--- src/rtl/ps2_packet_rx.sv ---
// PS/2 device-to-host receiver: pin sync and glitch filter, 11-bit frame decode,
// multi-byte packet assembly with error tagging, and a show-ahead packet FIFO.
`timescale 1ns/1ps
module ps2_packet_rx #(
  parameter int PKT_BYTES   = 3,
  parameter int FIFO_DEPTH  = 4,
  parameter int FILT_LEN    = 4,
  parameter int TIMEOUT_CYC = 100000
) (
  input  logic                   clk_sys,
  input  logic                   rst_n,
  input  logic                   PS2_CLK,
  input  logic                   PS2_DATA,
  input  logic                   rd_en,
  output logic                   rd_vld,
  output logic [8*PKT_BYTES-1:0] rd_data,
  output logic                   rd_err,
  input  logic                   err_clr,
  output logic                   parity_err,
  output logic                   frame_err,
  output logic                   overflow
);

  localparam int PW    = 8 * PKT_BYTES;
  localparam int IDX_W = (PKT_BYTES > 1) ? $clog2(PKT_BYTES) : 1;
  localparam int AW    = $clog2(FIFO_DEPTH);
  localparam int TO_W  = $clog2(TIMEOUT_CYC);
  localparam int FW    = $clog2(FILT_LEN) + 1;

  localparam logic [IDX_W-1:0] LAST_IDX  = IDX_W'(PKT_BYTES - 1);
  localparam logic [TO_W-1:0]  TO_MAX    = TO_W'(TIMEOUT_CYC - 1);
  localparam logic [FW-1:0]    FILT_LAST = FW'(FILT_LEN - 1);
  localparam logic [AW:0]      FULL_CNT  = (AW+1)'(FIFO_DEPTH);

  typedef enum logic [1:0] {IDLE, DATA, PARITY, STOP} state_t;

  logic              clk_p0, clk_p1, data_p0, data_p1;
  logic              filt_clk;
  logic [FW-1:0]     filt_cnt;
  logic              fall, d;
  state_t            state;
  logic [2:0]        bit_cnt;
  logic [7:0]        sh;
  logic              perr;
  logic [IDX_W-1:0]  byte_idx;
  logic              pkt_err;
  logic [PW-1:0]     pkt_buf, pkt_next;
  logic [TO_W-1:0]   to_cnt;
  logic              timeout, byte_bad, pkt_bad, push, pop, full, wr_ok;
  logic              perr_set, ferr_set, ovf_set;
  logic [AW-1:0]     wr_ptr, rd_ptr;
  logic [AW:0]       count;
  logic [PW:0]       mem [FIFO_DEPTH];
  logic [PW:0]       head;

  // Stage p0/p1: two-flop synchronisers, preset high to match an idle bus
  always_ff @(posedge clk_sys or negedge rst_n) begin
    if (!rst_n) begin
      clk_p0  <= 1'b1;
      clk_p1  <= 1'b1;
      data_p0 <= 1'b1;
      data_p1 <= 1'b1;
    end else begin
      clk_p0  <= PS2_CLK;
      clk_p1  <= clk_p0;
      data_p0 <= PS2_DATA;
      data_p1 <= data_p0;
    end
  end

  // Filtered clock follows the synced pin only after FILT_LEN consecutive differing samples
  always_ff @(posedge clk_sys or negedge rst_n) begin
    if (!rst_n) begin
      filt_clk <= 1'b1;
      filt_cnt <= '0;
    end else if (clk_p1 == filt_clk) begin
      filt_cnt <= '0;
    end else if (filt_cnt == FILT_LAST) begin
      filt_clk <= clk_p1;
      filt_cnt <= '0;
    end else begin
      filt_cnt <= filt_cnt + FW'(1);
    end
  end

  assign fall     = filt_clk && !clk_p1 && (filt_cnt == FILT_LAST);
  assign d        = data_p1;
  assign timeout  = !fall && (to_cnt == TO_MAX) && ((state != IDLE) || (byte_idx != '0));
  assign byte_bad = perr | ~d;
  assign pkt_bad  = pkt_err | byte_bad;
  assign push     = fall && (state == STOP) && (byte_idx == LAST_IDX);
  assign perr_set = fall && (state == PARITY) && ~^{sh, d};
  assign ferr_set = (fall && (state == STOP) && !d) || timeout;

  always_comb begin
    pkt_next = pkt_buf;
    pkt_next[{byte_idx, 3'b000} +: 8] = sh;
  end

  // Frame decode and packet assembly, advancing only on filtered falling edges
  always_ff @(posedge clk_sys or negedge rst_n) begin
    if (!rst_n) begin
      state    <= IDLE;
      bit_cnt  <= '0;
      perr     <= 1'b0;
      byte_idx <= '0;
      pkt_err  <= 1'b0;
      to_cnt   <= '0;
    end else begin
      if (fall)
        to_cnt <= '0;
      else if (to_cnt != TO_MAX)
        to_cnt <= to_cnt + TO_W'(1);

      if (fall) begin
        case (state)
          IDLE: if (!d) begin
            state   <= DATA;
            bit_cnt <= '0;
          end
          DATA: begin
            bit_cnt <= bit_cnt + 3'd1;
            if (bit_cnt == 3'd7) state <= PARITY;
          end
          PARITY: begin
            perr  <= ~^{sh, d};
            state <= STOP;
          end
          STOP: begin
            state <= IDLE;
            if (byte_idx == LAST_IDX) begin
              byte_idx <= '0;
              pkt_err  <= 1'b0;
            end else begin
              byte_idx <= byte_idx + IDX_W'(1);
              pkt_err  <= pkt_bad;
            end
          end
          default: state <= IDLE;
        endcase
      end else if (timeout) begin
        state    <= IDLE;
        byte_idx <= '0;
        pkt_err  <= 1'b0;
      end
    end
  end

  always_ff @(posedge clk_sys) begin
    if (fall && (state == DATA)) sh <= {d, sh[7:1]};
    if (fall && (state == STOP)) pkt_buf <= pkt_next;
  end

  // Packet FIFO: a pop frees a slot in the same cycle, so push-while-full-and-pop is accepted
  assign rd_vld  = (count != '0);
  assign full    = (count == FULL_CNT);
  assign pop     = rd_vld && rd_en;
  assign wr_ok   = push && (!full || pop);
  assign ovf_set = push && full && !pop;
  assign head    = mem[rd_ptr];
  assign rd_data = rd_vld ? head[PW-1:0] : '0;
  assign rd_err  = rd_vld ? head[PW] : 1'b0;

  always_ff @(posedge clk_sys) begin
    if (wr_ok) mem[wr_ptr] <= {pkt_bad, pkt_next};
  end

  always_ff @(posedge clk_sys or negedge rst_n) begin
    if (!rst_n) begin
      wr_ptr <= '0;
      rd_ptr <= '0;
      count  <= '0;
    end else begin
      if (wr_ok) wr_ptr <= wr_ptr + AW'(1);
      if (pop)   rd_ptr <= rd_ptr + AW'(1);
      if (wr_ok && !pop)
        count <= count + (AW+1)'(1);
      else if (pop && !wr_ok)
        count <= count - (AW+1)'(1);
    end
  end

  // Sticky flags: a set event outranks a simultaneous clear
  always_ff @(posedge clk_sys or negedge rst_n) begin
    if (!rst_n) begin
      parity_err <= 1'b0;
      frame_err  <= 1'b0;
      overflow   <= 1'b0;
    end else begin
      if (perr_set)     parity_err <= 1'b1;
      else if (err_clr) parity_err <= 1'b0;
      if (ferr_set)     frame_err <= 1'b1;
      else if (err_clr) frame_err <= 1'b0;
      if (ovf_set)      overflow <= 1'b1;
      else if (err_clr) overflow <= 1'b0;
    end
  end

endmodule

--- config.mk ---
export PLATFORM = sky130hd
export DESIGN_NAME = ps2_packet_rx
export DESIGN_NICKNAME = d
export VERILOG_FILES = /design/src/rtl/ps2_packet_rx.sv
export SDC_FILE = /design/constraint.sdc
export NUM_CORES = 1
export LEC_CHECK = 0
export ABC_AREA = 1
export CORE_UTILIZATION = 45
export CTS_CLUSTER_SIZE = 14
export DETAILED_ROUTE_END_ITERATION = 10
export SETUP_SLACK_MARGIN = 0.05
export SLEW_MARGIN = 30
export SYNTH_ARGS = -nofsm -noshare
export SYNTH_HDL_FRONTEND = slang
export SYNTH_SLANG_ARGS = --single-unit
--- constraint.sdc ---
create_clock -name clk_sys -period 3.4 [get_ports clk_sys]
set_input_delay 0.34 -clock clk_sys [delete_from_list [all_inputs] [get_ports clk_sys]]
set_output_delay 0.34 -clock clk_sys [all_outputs]
set_load 0.005 [all_outputs]
==> impl_metrics.py, run 1 <==
metrics = {
    "run_status": {
        "outcome": "finished, final reports clean",
    },
    "setup_path": {
        "cp.required_ps": 3060,
        "crit_chain": "inv_2 > buf_4 > o21ai_0 > a21oi_1 > clkdlybuf4s50_1",
        "worst-path-max-fanout": 26,
        "path_class": "reg2out",
        "crit_arrival_ps": 2430,
        "worst-path-stages": 5,
        "crit_path_top_delay_cell": "clkdlybuf4s50_1",
        "reg2reg_to": "count[2]",
        "path_buf_inv": 3,
        "path_delay_family": "buffers and inverters",
        "crit_path_end_kind": "primary output",
        "start_kind": "register",
        "ff2ff_path_depth": 15,
        "r2r_slack_ps": 950,
        "max_stage_delay_ps": 520,
        "timing.rr.start": "filt_cnt[0]",
    },
    "route": {
        "wl_per_cell_um": 15.87,
        "dr.pass1.iters": 5,
        "route.vias.total": 5006,
        "routed_wl_mm": 15.52,
        "drc": 0,
        "drt_iter0_drc": 402,
        "antenna_left": 0,
        "vias_per_cell": 5.119,
    },
    "hold_path": {
        "whs_path_depth": 1,
        "holdCritPathClass": "in2reg",
        "whs_endpoint": "data_p0",
        "holdCritStartpoint": "PS2_DATA",
    },
    "placement": {
        "dp_hpwl_mm": 9.931,
        "port_buffers": 34,
        "dp.cells": 945,
        "globalplace.congestion": 0.7990,
    },
    "global_route": {
        "use_met3": 0.03410,
        "grt.total_usage": 0.1860,
        "overflow": 0,
        "top_usage_layer": "met2",
        "grt_pass1_vias": 4852,
        "met2_usage": 0.3056,
        "grt_max_degree": 45,
        "grtUsageMet1": 0.2433,
        "grt_pass1_wl_mm": 25.07,
        "grt_antenna_before_repair": 0,
    },
    "final_layout": {
        "syn_to_final_growth_pct": 15.74,
        "n_fill_cell": 1403,
        "layout_commonest_cell": "edfxtp_1",
        "layout-drive-gt1-share": 0.1148,
        "final_cell_mix": "edfxtp_1, nor2_1, inv_1, nand2_1, o21ai_0",
        "nNetsFinal": 771,
        "antennaDiodeCount": 0,
        "fin_cells": 978,
    },
    "clock_network": {
        "clk_pin_slew_ps": 70,
        "cts_resized": 0,
        "clock_sinks": 176,
        "hold_buffers": 1,
        "h-tree-depth": 4,
        "cts_tree": "yes",
        "clockRootBuffer": "clkbuf_16",
        "cts_buffer_depth": 2,
        "cts_buffers": 17,
        "postCtsSetupRepairBufs": 0,
        "clock_latency_ps": 430,
    },
    "timing": {
        "fin_tns_setup_ps": 0,
        "rsz0062_at_grt": "no",
        "finClkSkew_ps": 10.96,
        "fmax_mhz": 361.3,
        "period_share": 0.8141,
        "relSlewSlack": 0.6259,
        "worst_pin_slew_ps": 561.1,
        "finalHoldViolCount": 0,
        "setup_viol_count_final": 0,
        "slew_violations": 0,
        "min_period_ps": 2768,
        "holdWs_ps": 315.1,
    },
    "yosys": {
        "yosysWarningCount": 0,
        "netlist_instances": 702,
        "syn_area_um2": 7687,
        "synth_nets": 728,
        "synth.yosys.seq_area_share": 0.6597,
        "ys_types": 35,
        "synth-seq-cells": 176,
        "avgSynthCellArea_um2": 10.95,
    },
    "power": {
        "clkPwrFrac": 0.315,
        "p_int_w": 0.004378,
        "netSwitchingFraction": 0.2948,
        "leakagePower_nw": 3.591,
        "p_sw_w": 0.001830,
        "p_seq_frac": 0.404,
        "p_per_area_nw_per_um2": 697.7,
        "vdd_drop_max_mv": 0.3716,
        "p_comb_frac": 0.281,
    },
    "die": {
        "core_um2": 16640,
        "row_count": 47,
        "io_pins": 35,
        "die_w_um": 132.7,
        "die_h_um": 132.7,
        "die-area_um2": 17610,
        "initial_core_util": 0.4619,
    },
    "flow_run": {
        "drv_cap": 0,
    },
}
-- layout make-up --
cell class | count | area [um^2] | share of cell area
flip-flops and latches | 176 | 5071 | 0.5700
multi-input cells | 418 | 2197 | 0.2469
repair buffers | 48 | 445.4 | 0.05006
clock buffers | 19 | 432.9 | 0.04866
inverters | 84 | 315.3 | 0.03544
well taps | 220 | 275.3 | 0.03094
clock inverters | 13 | 160.2 | 0.01800
-- flip-flops by register name, summed over array words and instances (netlist names) --
name        count
bit_cnt         3
byte_idx        2
clk_p0          1
clk_p1          1
count           3
d               1
data_p0         1
filt_clk        1
filt_cnt        3
frame_err       1
mem           100
overflow        1
parity_err      1
perr            1
pkt_buf        24
pkt_err         1
rd_ptr          2
sh              8
state           2
to_cnt         17
wr_ptr          2
-- layer usage --
metal	routed length (um)	part of all wire
met3	584	0.038
met4	291	0.019
met2	7667	0.49
met1	6976	0.45
met5	0	0
-- logic make-up after synthesis --
group                    share of synthesized area
AO/OA/AOI/OAI                              0.08691
XOR/XNOR                                   0.01253
adder cells (fa/ha/maj)                    0.03353
buffers and inverters                      0.05583
flip-flops                                  0.6597
multiplexers                              0.001465
AND/OR/NAND/NOR                             0.1501
-- worst max path at each step --
| stage | from | endpoint | slack (ps) |
|---|---|---|---|
| 2_1_floorplan | filt_clk | mem[0][0] | 470 |
| 3_3_place_gp | rd_en | count[2] | 1020 |
| 3_5_place_dp | filt_cnt[0] | count[2] | 950 |
| 4_1_cts | rd_ptr[0] | rd_err | 580 |
| 5_1_grt | rd_ptr[0] | rd_err | 450 |
| 6_report | rd_ptr[0] | rd_err | 630 |
-- synthesized netlist by cell type --
| cell | number | area [um^2] |
|---|---|---|
| o21ai_0 | 48 | 240.2 |
| fa_1 | 1 | 20.02 |
| dfrtp_1 | 39 | 975.9 |
| nand3b_1 | 1 | 7.510 |
| inv_2 | 8 | 30.03 |
| a22oi_1 | 1 | 7.510 |
| nor2_1 | 128 | 480.5 |
| nor2_4 | 4 | 45.04 |
| xnor2_1 | 5 | 43.79 |
| a21oi_1 | 36 | 180.2 |
| nand2_2 | 5 | 31.28 |
| xor2_1 | 6 | 52.55 |
| buf_2 | 10 | 50.05 |
| clkinv_1 | 2 | 7.510 |
| ha_1 | 19 | 237.7 |
| mux2_2 | 1 | 11.26 |
| nand3_1 | 28 | 140.1 |
| nand4_2 | 1 | 12.51 |
| dfstp_2 | 5 | 131.4 |
| buf_6 | 1 | 11.26 |
| nand3_4 | 1 | 17.52 |
| nand2_1 | 65 | 244.0 |
| buf_4 | 1 | 7.510 |
| clkbuf_1 | 12 | 45.04 |
| o21ai_1 | 18 | 90.09 |
| nor3_1 | 6 | 30.03 |
| edfxtp_1 | 132 | 3964 |
| inv_1 | 74 | 277.8 |
| nor3_2 | 1 | 10.01 |
| or2_2 | 3 | 18.77 |
| o22ai_1 | 24 | 150.1 |
| nand4_1 | 6 | 37.54 |
| nand3_2 | 3 | 30.03 |
| nor2_2 | 6 | 37.54 |
| nand2_4 | 1 | 11.26 |
-- power groups by stage --
stage | clock [W] | combinational, W | sequential (W)
3_3_place_gp | 0 | 0.00173 | 0.00254
3_5_place_dp | 0 | 0.00177 | 0.00255
2_1_floorplan | 0 | 0.00105 | 0.00250
5_1_grt | 0.00207 | 0.00196 | 0.00252
4_1_cts | 0.00199 | 0.00178 | 0.00250
6_report | 0.00196 | 0.00175 | 0.00251
-- through the flow --
step                      total power [W]  cell area (um^2)  setup slack (ps)  utilization
after global routing             0.006556              8897             454.2       0.5346
after global placement           0.004271              8292              1024       0.4982
final                            0.006208              8897             631.9       0.5346
after CTS                        0.006278              8897             584.9       0.5346
after floorplan                  0.003556              7687             473.4            -
after detailed placement         0.004321              8294             949.3       0.4984
No activity file was read; power rests on OpenSTA's default activity.
==> run 2: changes to the inputs <==
- clock period: 3.4 -> 2.7 ns (I/O delays scaled with it)
==> impl_metrics.py, run 2 (synthesis results as in run 1) <==
metrics = {
    "final_layout": {
        "n_fill_cell": 1428,
        "final_cell_mix": "edfxtp_1, nor2_1, inv_1, nand2_1, o21ai_0",
        "layout_commonest_cell": "edfxtp_1",
        "largest_reg_flops": 100,
        "final_util": 0.5337,
        "ff_latch_area_um2": 5071,
        "nNetsFinal": 773,
        "multi_input_area_um2": 2197,
        "stdcell_area_um2": 8882,
        "regMostFlops": "mem",
        "fin_cells": 979,
        "layout-drive-gt1-share": 0.1094,
        "syn_to_final_growth_pct": 15.54,
        "top_regs": "mem (100), pkt_buf (24), to_cnt (17)",
        "antennaDiodeCount": 0,
    },
    "placement": {
        "dp_hpwl_mm": 10.00,
        "globalplace.congestion": 0.8031,
        "dpl_cell_area_um2": 8322,
        "dp.cells": 947,
        "port_buffers": 34,
    },
    "route": {
        "vias_per_cell": 5.166,
        "dr.pass1.iters": 4,
        "drc": 0,
        "route.vias.total": 5058,
        "antenna_left": 0,
        "drt_iter0_drc": 345,
        "routed_wl_mm": 15.58,
        "wl_per_cell_um": 15.92,
    },
    "timing": {
        "worst_pin_slew_ps": 590.6,
        "slew_violations": 0,
        "min_period_ps": 2552,
        "setup_viol_count_final": 0,
        "rsz0062_at_grt": "no",
        "fmax_mhz": 391.8,
        "finalHoldViolCount": 0,
        "holdWs_ps": 247.0,
        "relSlewSlack": 0.6057,
        "period_share": 0.9452,
        "finClkSkew_ps": 8.162,
        "fin_tns_setup_ps": 0,
    },
    "clock_network": {
        "clockRootBuffer": "clkbuf_16",
        "cts_buffers": 17,
        "h-tree-depth": 4,
        "postCtsSetupRepairBufs": 0,
        "clock_sinks": 176,
        "clock_latency_ps": 430,
        "cts_buffer_depth": 2,
        "cts_tree": "yes",
        "clk_pin_slew_ps": 60,
    },
    "hold_path": {
        "whs_path_depth": 1,
        "holdCritPathClass": "in2reg",
    },
    "global_route": {
        "grt_antenna_before_repair": 0,
        "grt_pass1_wl_mm": 25.69,
        "grt_pass1_vias": 5005,
        "grt_max_degree": 45,
        "grt.total_usage": 0.1918,
        "overflow": 0,
    },
    "setup_path": {
        "crit_path_end_kind": "primary output",
        "cp.required_ps": 2430,
        "crit_arrival_ps": 2280,
        "worst-path-max-fanout": 26,
        "ff2ff_path_depth": 13,
        "path_class": "reg2out",
        "start_kind": "register",
    },
    "die": {
        "initial_core_util": 0.4619,
        "row_count": 47,
        "core_um2": 16640,
        "die_h_um": 132.7,
        "die-area_um2": 17610,
        "io_pins": 35,
        "die_w_um": 132.7,
    },
    "power": {
        "p_per_area_nw_per_um2": 872.7,
        "vdd_drop_max_mv": 0.4635,
        "leakagePower_nw": 3.583,
    },
    "run_status": {
        "outcome": "finished, final reports clean",
    },
    "flow_run": {
        "drv_cap": 0,
    },
}
-- run 2: changes by cell type in the layout (fill, tap and decap cells not counted), sizes merged --
cell	before	now
bufinv	3	2
clkinv	7	9
buf	14	16
clkinvlp	2	1
inv	85	84
-- run 2: power by group --
group          internal [W]  leakage [nW]  switching (W)  total, W
clock network       0.00135         0.265       0.000972   0.00232
registers           0.00302          1.80       0.000135   0.00315
logic               0.00108          1.51        0.00120   0.00228
-- run 2: critical path, cell delays in order, from the launching register on --
cell and delay [ps]:
dfrtp_1 490, inv_2 310, nor2_1 160, o21ai_0 80, a21oi_1 250, clkdlybuf4s50_1 560
-- run 2: area by class of cell --
type                    instances  area share
flip-flops and latches        176      0.5709
multi-input cells             418      0.2474
repair buffers                 50     0.05325
clock buffers                  19     0.04874
inverters                      84     0.03550
well taps                     220     0.03099
clock inverters                12     0.01324
-- run 2: worst paths after layout --
check | startpoint | endpoint | slack (ps)
worst max-delay path | rd_ptr[1] | rd_data[15] | 150
worst min-delay path | PS2_DATA | data_p0 | 250
worst max register to register | filt_clk | count[2] | 310
worst min register to register | clk_p0 | clk_p1 | 360
max in group asynchronous | rst_n | wr_ptr[0] | 1910
min in group asynchronous | rst_n | to_cnt[11] | 390
-- run 2: repair_timing --
action	4_1_cts	5_1_grt
resized for setup	0	0
endpoints found under the hold margin	39	0
hold buffers	1	0
-- run 2: metal layers --
layer	track usage	routed length, um
met4	0.07535	235
met5	0	0
met2	0.3161	7568
met3	0.03410	604
met1	0.2529	7175
-- run 2: stage by stage --
step | setup slack [ps] | total power, W
after floorplan | -226.6 | 0.004478
after global placement | 334.3 | 0.005460
after detailed placement | 323.1 | 0.005517
after CTS | 125.4 | 0.007837
after global routing | 62.83 | 0.008222
final | 148.0 | 0.007751
